**src/rtl/counter_bank_pkg.sv**
```systemverilog
// Shared definitions for the counter bank: channel mode encodings and
// the channel-select width helper.
package counter_bank_pkg;

    typedef enum logic [1:0] {
        MODE_STOP = 2'b00,
        MODE_UP   = 2'b01,
        MODE_DOWN = 2'b10,
        MODE_SAT  = 2'b11
    } mode_e;

    // Channel-select width; a single channel still needs a 1-bit selector.
    function automatic int unsigned cw_f(input int unsigned n);
        return (n <= 1) ? 1 : $clog2(n);
    endfunction

endpackage

```
**src/rtl/counter_bank_channel.sv**
```systemverilog
// One counter channel: prescaler, count register and sticky overflow flag,
// configured through a per-channel write strobe.
module counter_bank_channel
    import counter_bank_pkg::*;
#(
    parameter int unsigned WIDTH    = 32,
    parameter int unsigned PRESC_W  = 26,
    parameter int unsigned DEF_DIV  = 500000,
    parameter logic [1:0]  DEF_MODE = 2'b01
) (
    input  logic               clk,
    input  logic               n_rst,
    input  logic               cfg_we,
    input  logic [PRESC_W-1:0] cfg_div,
    input  logic [1:0]         cfg_mode,
    input  logic               clr,
    output logic [WIDTH-1:0]   count,
    output logic               tick,
    output logic               ovf
);

    localparam logic [PRESC_W-1:0] RST_DIV  = PRESC_W'(DEF_DIV);
    localparam mode_e              RST_MODE = mode_e'(DEF_MODE);

    logic [PRESC_W-1:0] div_q,   div_d;
    mode_e              mode_q,  mode_d;
    logic [PRESC_W-1:0] presc_q, presc_d;
    logic [WIDTH-1:0]   count_q, count_d;
    logic               ovf_q,   ovf_d;

    logic [PRESC_W-1:0] div_eff;
    logic               tick_raw;

    assign div_eff  = (div_q == '0) ? PRESC_W'(1) : div_q;
    assign tick_raw = (mode_q != MODE_STOP) && (presc_q == div_eff - PRESC_W'(1));
    // Reset forces tick low even when the reset divisor makes it permanently due.
    assign tick     = tick_raw & ~n_rst;

    always_comb begin
        div_d   = div_q;
        mode_d  = mode_q;
        presc_d = presc_q;
        count_d = count_q;
        ovf_d   = ovf_q;

        if (mode_q != MODE_STOP) begin
            presc_d = tick_raw ? '0 : presc_q + PRESC_W'(1);
        end

        if (tick_raw) begin
            case (mode_q)
                MODE_UP: begin
                    count_d = count_q + WIDTH'(1);
                    if (count_q == '1) ovf_d = 1'b1;
                end
                MODE_DOWN: begin
                    count_d = count_q - WIDTH'(1);
                    if (count_q == '0) ovf_d = 1'b1;
                end
                MODE_SAT: begin
                    if (count_q == '1) ovf_d = 1'b1;
                    else               count_d = count_q + WIDTH'(1);
                end
                default: ;
            endcase
        end

        // A write acts on the settings only; the tick above still used the old mode.
        if (cfg_we) begin
            div_d   = cfg_div;
            mode_d  = mode_e'(cfg_mode);
            presc_d = '0;
        end

        if (clr) begin
            count_d = '0;
            presc_d = '0;
            ovf_d   = 1'b0;
        end
    end

    always_ff @(posedge clk or posedge n_rst) begin
        if (n_rst) begin
            div_q   <= RST_DIV;
            mode_q  <= RST_MODE;
            presc_q <= '0;
            count_q <= '0;
            ovf_q   <= 1'b0;
        end else begin
            div_q   <= div_d;
            mode_q  <= mode_d;
            presc_q <= presc_d;
            count_q <= count_d;
            ovf_q   <= ovf_d;
        end
    end

    assign count = count_q;
    assign ovf   = ovf_q;

endmodule

```
**src/rtl/counter_bank.sv**
```systemverilog
// Bank of independent prescaled counters with a registered display tap
// feeding the TM1638 display driver.
module counter_bank
    import counter_bank_pkg::*;
#(
    parameter int unsigned CHANNELS = 4,
    parameter int unsigned WIDTH    = 32,
    parameter int unsigned PRESC_W  = 26,
    parameter int unsigned DEF_DIV  = 500000,
    parameter logic [1:0]  DEF_MODE = 2'b01,
    localparam int unsigned CW      = cw_f(CHANNELS)
) (
    input  logic                      clk,
    input  logic                      n_rst,
    input  logic                      cfg_we,
    input  logic [CW-1:0]             cfg_ch,
    input  logic [PRESC_W-1:0]        cfg_div,
    input  logic [1:0]                cfg_mode,
    input  logic [CHANNELS-1:0]       clr,
    input  logic [CW-1:0]             sel,
    output logic [CHANNELS*WIDTH-1:0] count_all,
    output logic [CHANNELS-1:0]       tick,
    output logic [CHANNELS-1:0]       ovf,
    output logic [WIDTH-1:0]          disp_dat
);

    logic [WIDTH-1:0] disp_q, disp_d;

    for (genvar i = 0; i < CHANNELS; i++) begin : g_ch
        logic we_ch;

        // Out-of-range channel numbers match no instance and are dropped.
        assign we_ch = cfg_we && (cfg_ch == CW'(i));

        counter_bank_channel #(
            .WIDTH    (WIDTH),
            .PRESC_W  (PRESC_W),
            .DEF_DIV  (DEF_DIV),
            .DEF_MODE (DEF_MODE)
        ) u_ch (
            .clk      (clk),
            .n_rst    (n_rst),
            .cfg_we   (we_ch),
            .cfg_div  (cfg_div),
            .cfg_mode (cfg_mode),
            .clr      (clr[i]),
            .count    (count_all[i*WIDTH +: WIDTH]),
            .tick     (tick[i]),
            .ovf      (ovf[i])
        );
    end

    always_comb begin
        disp_d = '0;
        for (int unsigned i = 0; i < CHANNELS; i++) begin
            if (sel == CW'(i)) disp_d = count_all[i*WIDTH +: WIDTH];
        end
    end

    always_ff @(posedge clk or posedge n_rst) begin
        if (n_rst) disp_q <= '0;
        else       disp_q <= disp_d;
    end

    assign disp_dat = disp_q;

endmodule
```
**config.mk**
```make
export PLATFORM = sky130hd
export DESIGN_NAME = counter_bank
export DESIGN_NICKNAME = d
export VERILOG_FILES = /design/src/rtl/counter_bank_pkg.sv /design/src/rtl/counter_bank_channel.sv /design/src/rtl/counter_bank.sv
export SDC_FILE = /design/constraint.sdc
export NUM_CORES = 1
export LEC_CHECK = 0
export CAP_MARGIN = 20
export CORE_ASPECT_RATIO = 1.1
export CORE_UTILIZATION = 60
export CTS_BUF_LIST = sky130_fd_sc_hd__clkbuf_4
export CTS_CLUSTER_SIZE = 40
export DETAILED_ROUTE_END_ITERATION = 7
export GPL_ROUTABILITY_DRIVEN = 0
export PLACE_DENSITY = 0.81
export SLEW_MARGIN = 30
export SYNTH_ARGS = -nofsm -noshare
export SYNTH_HDL_FRONTEND = slang
export SYNTH_HIERARCHICAL = 1
export SYNTH_SLANG_ARGS = --single-unit
export TNS_END_PERCENT = 50
```
**constraint.sdc**
```tcl
create_clock -name clk -period 12.8 [get_ports clk]
set_input_delay 2.56 -clock clk [delete_from_list [all_inputs] [get_ports clk]]
set_output_delay 2.56 -clock clk [all_outputs]
set_load 0.005 [all_outputs]
```
==> impl_metrics.yaml <==
grt:
  grt_usage_pct: 37.3
  grt_overflow: 0
  grt_max_degree: 74
  antenna_found_initial: 3
  grt_pass1_vias: 26400
  grt_pass1_wl_mm: 141
sta:
  min_period_ns: 8.48
  hold_viol: 0
  fmax_ghz: 0.118
  tightest_slew_ns: 0.923
  finalClockSkew_ns: 0.0404
  finalCritPeriodShare_pct: 66.3
  finalSetupViolCount: 0
  layout_setup_ws_ns: 4.32
  slew_viol_final: 0
  rsz0062_at_grt: "no"
  maxSlewHeadroom_pct: 37.9
  fin_setup_tns_ns: 0
pwr:
  power.density_nw_per_um2: 104
  power.leakage_nw: 14.0
  ir_worst_vdd_mv: 0.0715
logic_synthesis:
  synth_edf_count: 0
  syn-num-nets: 3254
  syn_inst: 3083
  synth_xor_area_share_pct: 7.22
  ys_seq_elements: 380
  yosysSeqAreaShare_pct: 33.8
  synth_top_family_by_area: "simple AND/OR/NAND/NOR gates"
  netlist_area_um2: 28300
  synth-compound-area-share_pct: 16.4
  synth.avg_cell_area_um2: 9.17
  yosys.cell_types.count: 106
  synth-adder-area-share_pct: 5.95
  async_reset_ff_share_pct: 100
  ys.flop_type: "dfrtp_1"
  synth_simple_gate_area_share_pct: 23.0
  synth_mux_area_share_pct: 10.4
  ys_warn_count: 6
worst_setup_path:
  r2r-start: "g_ch[0].u_ch/div_q[16]$_DFFE_PP1P_"
  crit_type: "flop to primary output"
  cp_common_cell: "nor3_1"
  path_cells: "nor3_1, nand4_1, nor3_1, nor2_1, ha_1, o21ba_2, a221oi_1, a41oi_1, nor4_1, nand4_1, or4b_1, or4_1, nor3_1, clkdlybuf4s50_1"
  cp_top_family: "simple AND/OR/NAND/NOR gates"
  crit_path_end_kind: "primary output"
  startpoint_type: "flop"
  slowest_stage: "nor3_1"
  r2r-end: "g_ch[0].u_ch/count[19]$_DFFE_PP0P_"
  crit_arrival_ns: 5.92
  crit_buf_inv: 1
  worstPathRequired_ns: 10.24
  cp_num_cells: 14
  reg2reg_slack_ns: 7.53
  r2r_cells: 15
  critPathMaxFanout: 10
  worst_path_largest_cell_delay_ns: 0.72
clock_network:
  cts_sinks: 380
  ctsHoldBuffers: 0
  cts-buffers-inserted: 101
  path_clk_slew_ns: 0.07
  post_cts_resized: 0
  cts_tree: "done"
  cts_buffer_depth: 3
  clk_latency_ns: 0.86
  cts_max_level: 3
  cts_setup_buffers: 0
  root_buffer: "clkbuf_4"
detailed_routing:
  detail-route-antenna-nets: 0
  drt_pre_antenna_iters: 8
  via_per_inst: 6.79
  num_vias: 27000
  drc: 0
  routedWlPerCell_um: 22.7
  wirelength_mm: 90.2
  drtIter0Drc: 2509
floorplanning:
  dieArea_um2: 48000
  ios: 207
  fp.dieW_um: 209
  rows: 83
  start_util_pct: 60.7
  die_y_um: 230
  core_um2: 46500
placed_design:
  place_hpwl_mm: 64.3
  post-place-ws_ns: 5.25
  port_buffers: 206
finish:
  num-fill-cells: 3550
  syn_to_final_growth_pct: 13.6
  drive_above_1_share_pct: 13.0
  layout.nets: 3474
  layout_commonest_cell: "dfrtp_1"
  final_cell_mix: "348 x dfrtp_1, 276 x nor2_1, 238 x nand2_1"
job:
  maxCapViolations: 0
run_status:
  status: "complete, no violations"
min_path:
  min_to: "g_ch[2].u_ch/ovf$_DFFE_PP0P_"
  min_path_cells: 2
  min_path_type: "flop to flop"
  hold_start: "g_ch[2].u_ch/ovf$_DFFE_PP0P_"
## per-stage QoR
| step | hold WS [ns] | instance area (um2) | utilization [%] | std cells | total power [mW] |
|---|---|---|---|---|---|
| floorplan | 0.484 | 28300 | - | 3083 | 2.01 |
| global placement | 0.486 | 30800 | 66.1 | 3795 | 2.17 |
| detailed placement | 0.494 | 30800 | 66.1 | 3795 | 2.21 |
| CTS | 0.510 | 32100 | 69.0 | 3976 | 3.35 |
| global route | 0.545 | 32100 | 69.0 | 3977 | 3.52 |
| finish | 0.514 | 32100 | 69.0 | 3979 | 3.35 |
## cell type report
class / instances / area (um2) / area share, %
Sequential cell: 380 / 9550 / 29.7
Inverter: 74 / 283 / 0.881
Tap cell: 595 / 744 / 2.32
Clock inverter: 23 / 139 / 0.433
Timing Repair Buffer: 239 / 2310 / 7.20
Antenna cell: 3 / 7.51 / 0.0234
Multi-Input combinational cell: 2507 / 17900 / 55.7
Clock buffer: 158 / 1190 / 3.70
## synthesized netlist by cell type (17+ instances only)
| library cell | number | share of area (%) |
|---|---|---|
| buf_2 | 18 | 0.32 |
| o31ai_1 | 36 | 0.96 |
| and2_1 | 22 | 0.49 |
| nand3_1 | 124 | 2.2 |
| o21bai_1 | 17 | 0.45 |
| dfrtp_1 | 348 | 31 |
| or4_1 | 27 | 0.72 |
| clkbuf_1 | 77 | 1.0 |
| nor3_1 | 81 | 1.4 |
| xnor2_1 | 147 | 4.6 |
| nand2_1 | 238 | 3.2 |
| nor4_1 | 87 | 1.9 |
| nand2b_1 | 22 | 0.49 |
| mux2i_1 | 103 | 3.6 |
| dfstp_2 | 32 | 3.0 |
| a31oi_1 | 30 | 0.66 |
| and3_1 | 52 | 1.2 |
| mux4_2 | 30 | 2.4 |
| mux2_2 | 105 | 4.2 |
| xor2_1 | 86 | 2.7 |
| a22o_1 | 21 | 0.65 |
| a21o_1 | 78 | 2.1 |
| o211ai_1 | 22 | 0.58 |
| o21ai_0 | 120 | 2.1 |
| a21oi_1 | 171 | 3.0 |
| or3_1 | 38 | 0.84 |
| ha_1 | 128 | 5.7 |
| nor2_1 | 276 | 3.7 |
| nand3b_1 | 18 | 0.48 |
| inv_1 | 74 | 0.98 |
| nand4_1 | 87 | 1.9 |
| a211oi_1 | 19 | 0.50 |
| nor2b_1 | 29 | 0.64 |
## worst max-delay path by stage
stage / from / endpoint / slack [ns]
floorplan: n_rst / tick[0] / 5.56
global placement: g_ch[2].u_ch/div_q[6]$_DFFE_PP0P_ / tick[2] / 5.33
detailed placement: g_ch[2].u_ch/div_q[6]$_DFFE_PP0P_ / tick[2] / 5.25
CTS: g_ch[3].u_ch/div_q[7]$_DFFE_PP0P_ / tick[3] / 4.31
global route: g_ch[3].u_ch/div_q[6]$_DFFE_PP0P_ / tick[3] / 3.77
finish: g_ch[3].u_ch/div_q[6]$_DFFE_PP0P_ / tick[3] / 4.32
## cells by family (layout without fill, tap and decap cells)
| logic type | count (synthesis) | in the layout |
|---|---|---|
| xor+xnor | 233 | 233 |
| simple gates | 1212 | 1212 |
| mux | 241 | 241 |
| flops | 380 | 380 |
| buf+inv | 196 | 494 |
| fa+ha+maj | 132 | 132 |
| other cells | 0 | 3 |
| compound gates | 689 | 689 |
## per-layer routing
metal	GRT usage, %	routed length, um	vias up
li1	-	-	12100
met1	44.2	33700	13100
met2	59.6	41000	1421
met3	9.61	9010	413
met4	24.9	6410	0
met5	0	0	-
## where the power goes
| group | internal (mW) | switching [mW] | leakage (nW) |
|---|---|---|---|
| clock | 0.596 | 0.536 | 0.796 |
| combinational | 0.328 | 0.469 | 8.16 |
| sequential | 1.29 | 0.130 | 5.03 |
| total | 2.21 | 1.13 | 14.0 |
## sequential cells by signal, indices dropped and copies added (netlist names)
register,cells
g_ch.u_ch/ovf,4
g_ch.u_ch/count,128
g_ch.u_ch/mode_q,8
disp_dat,32
g_ch.u_ch/div_q,104
g_ch.u_ch/presc_q,104
## tightest hold or removal path: cells and delay by family, from the launching register on
| family | cells | cell delay, ns |
|---|---|---|
| flops | 1 | 0.34 |
| simple gates | 1 | 0.09 |
| compound gates | 1 | 0.04 |
Power figures use the tool's default switching activity.
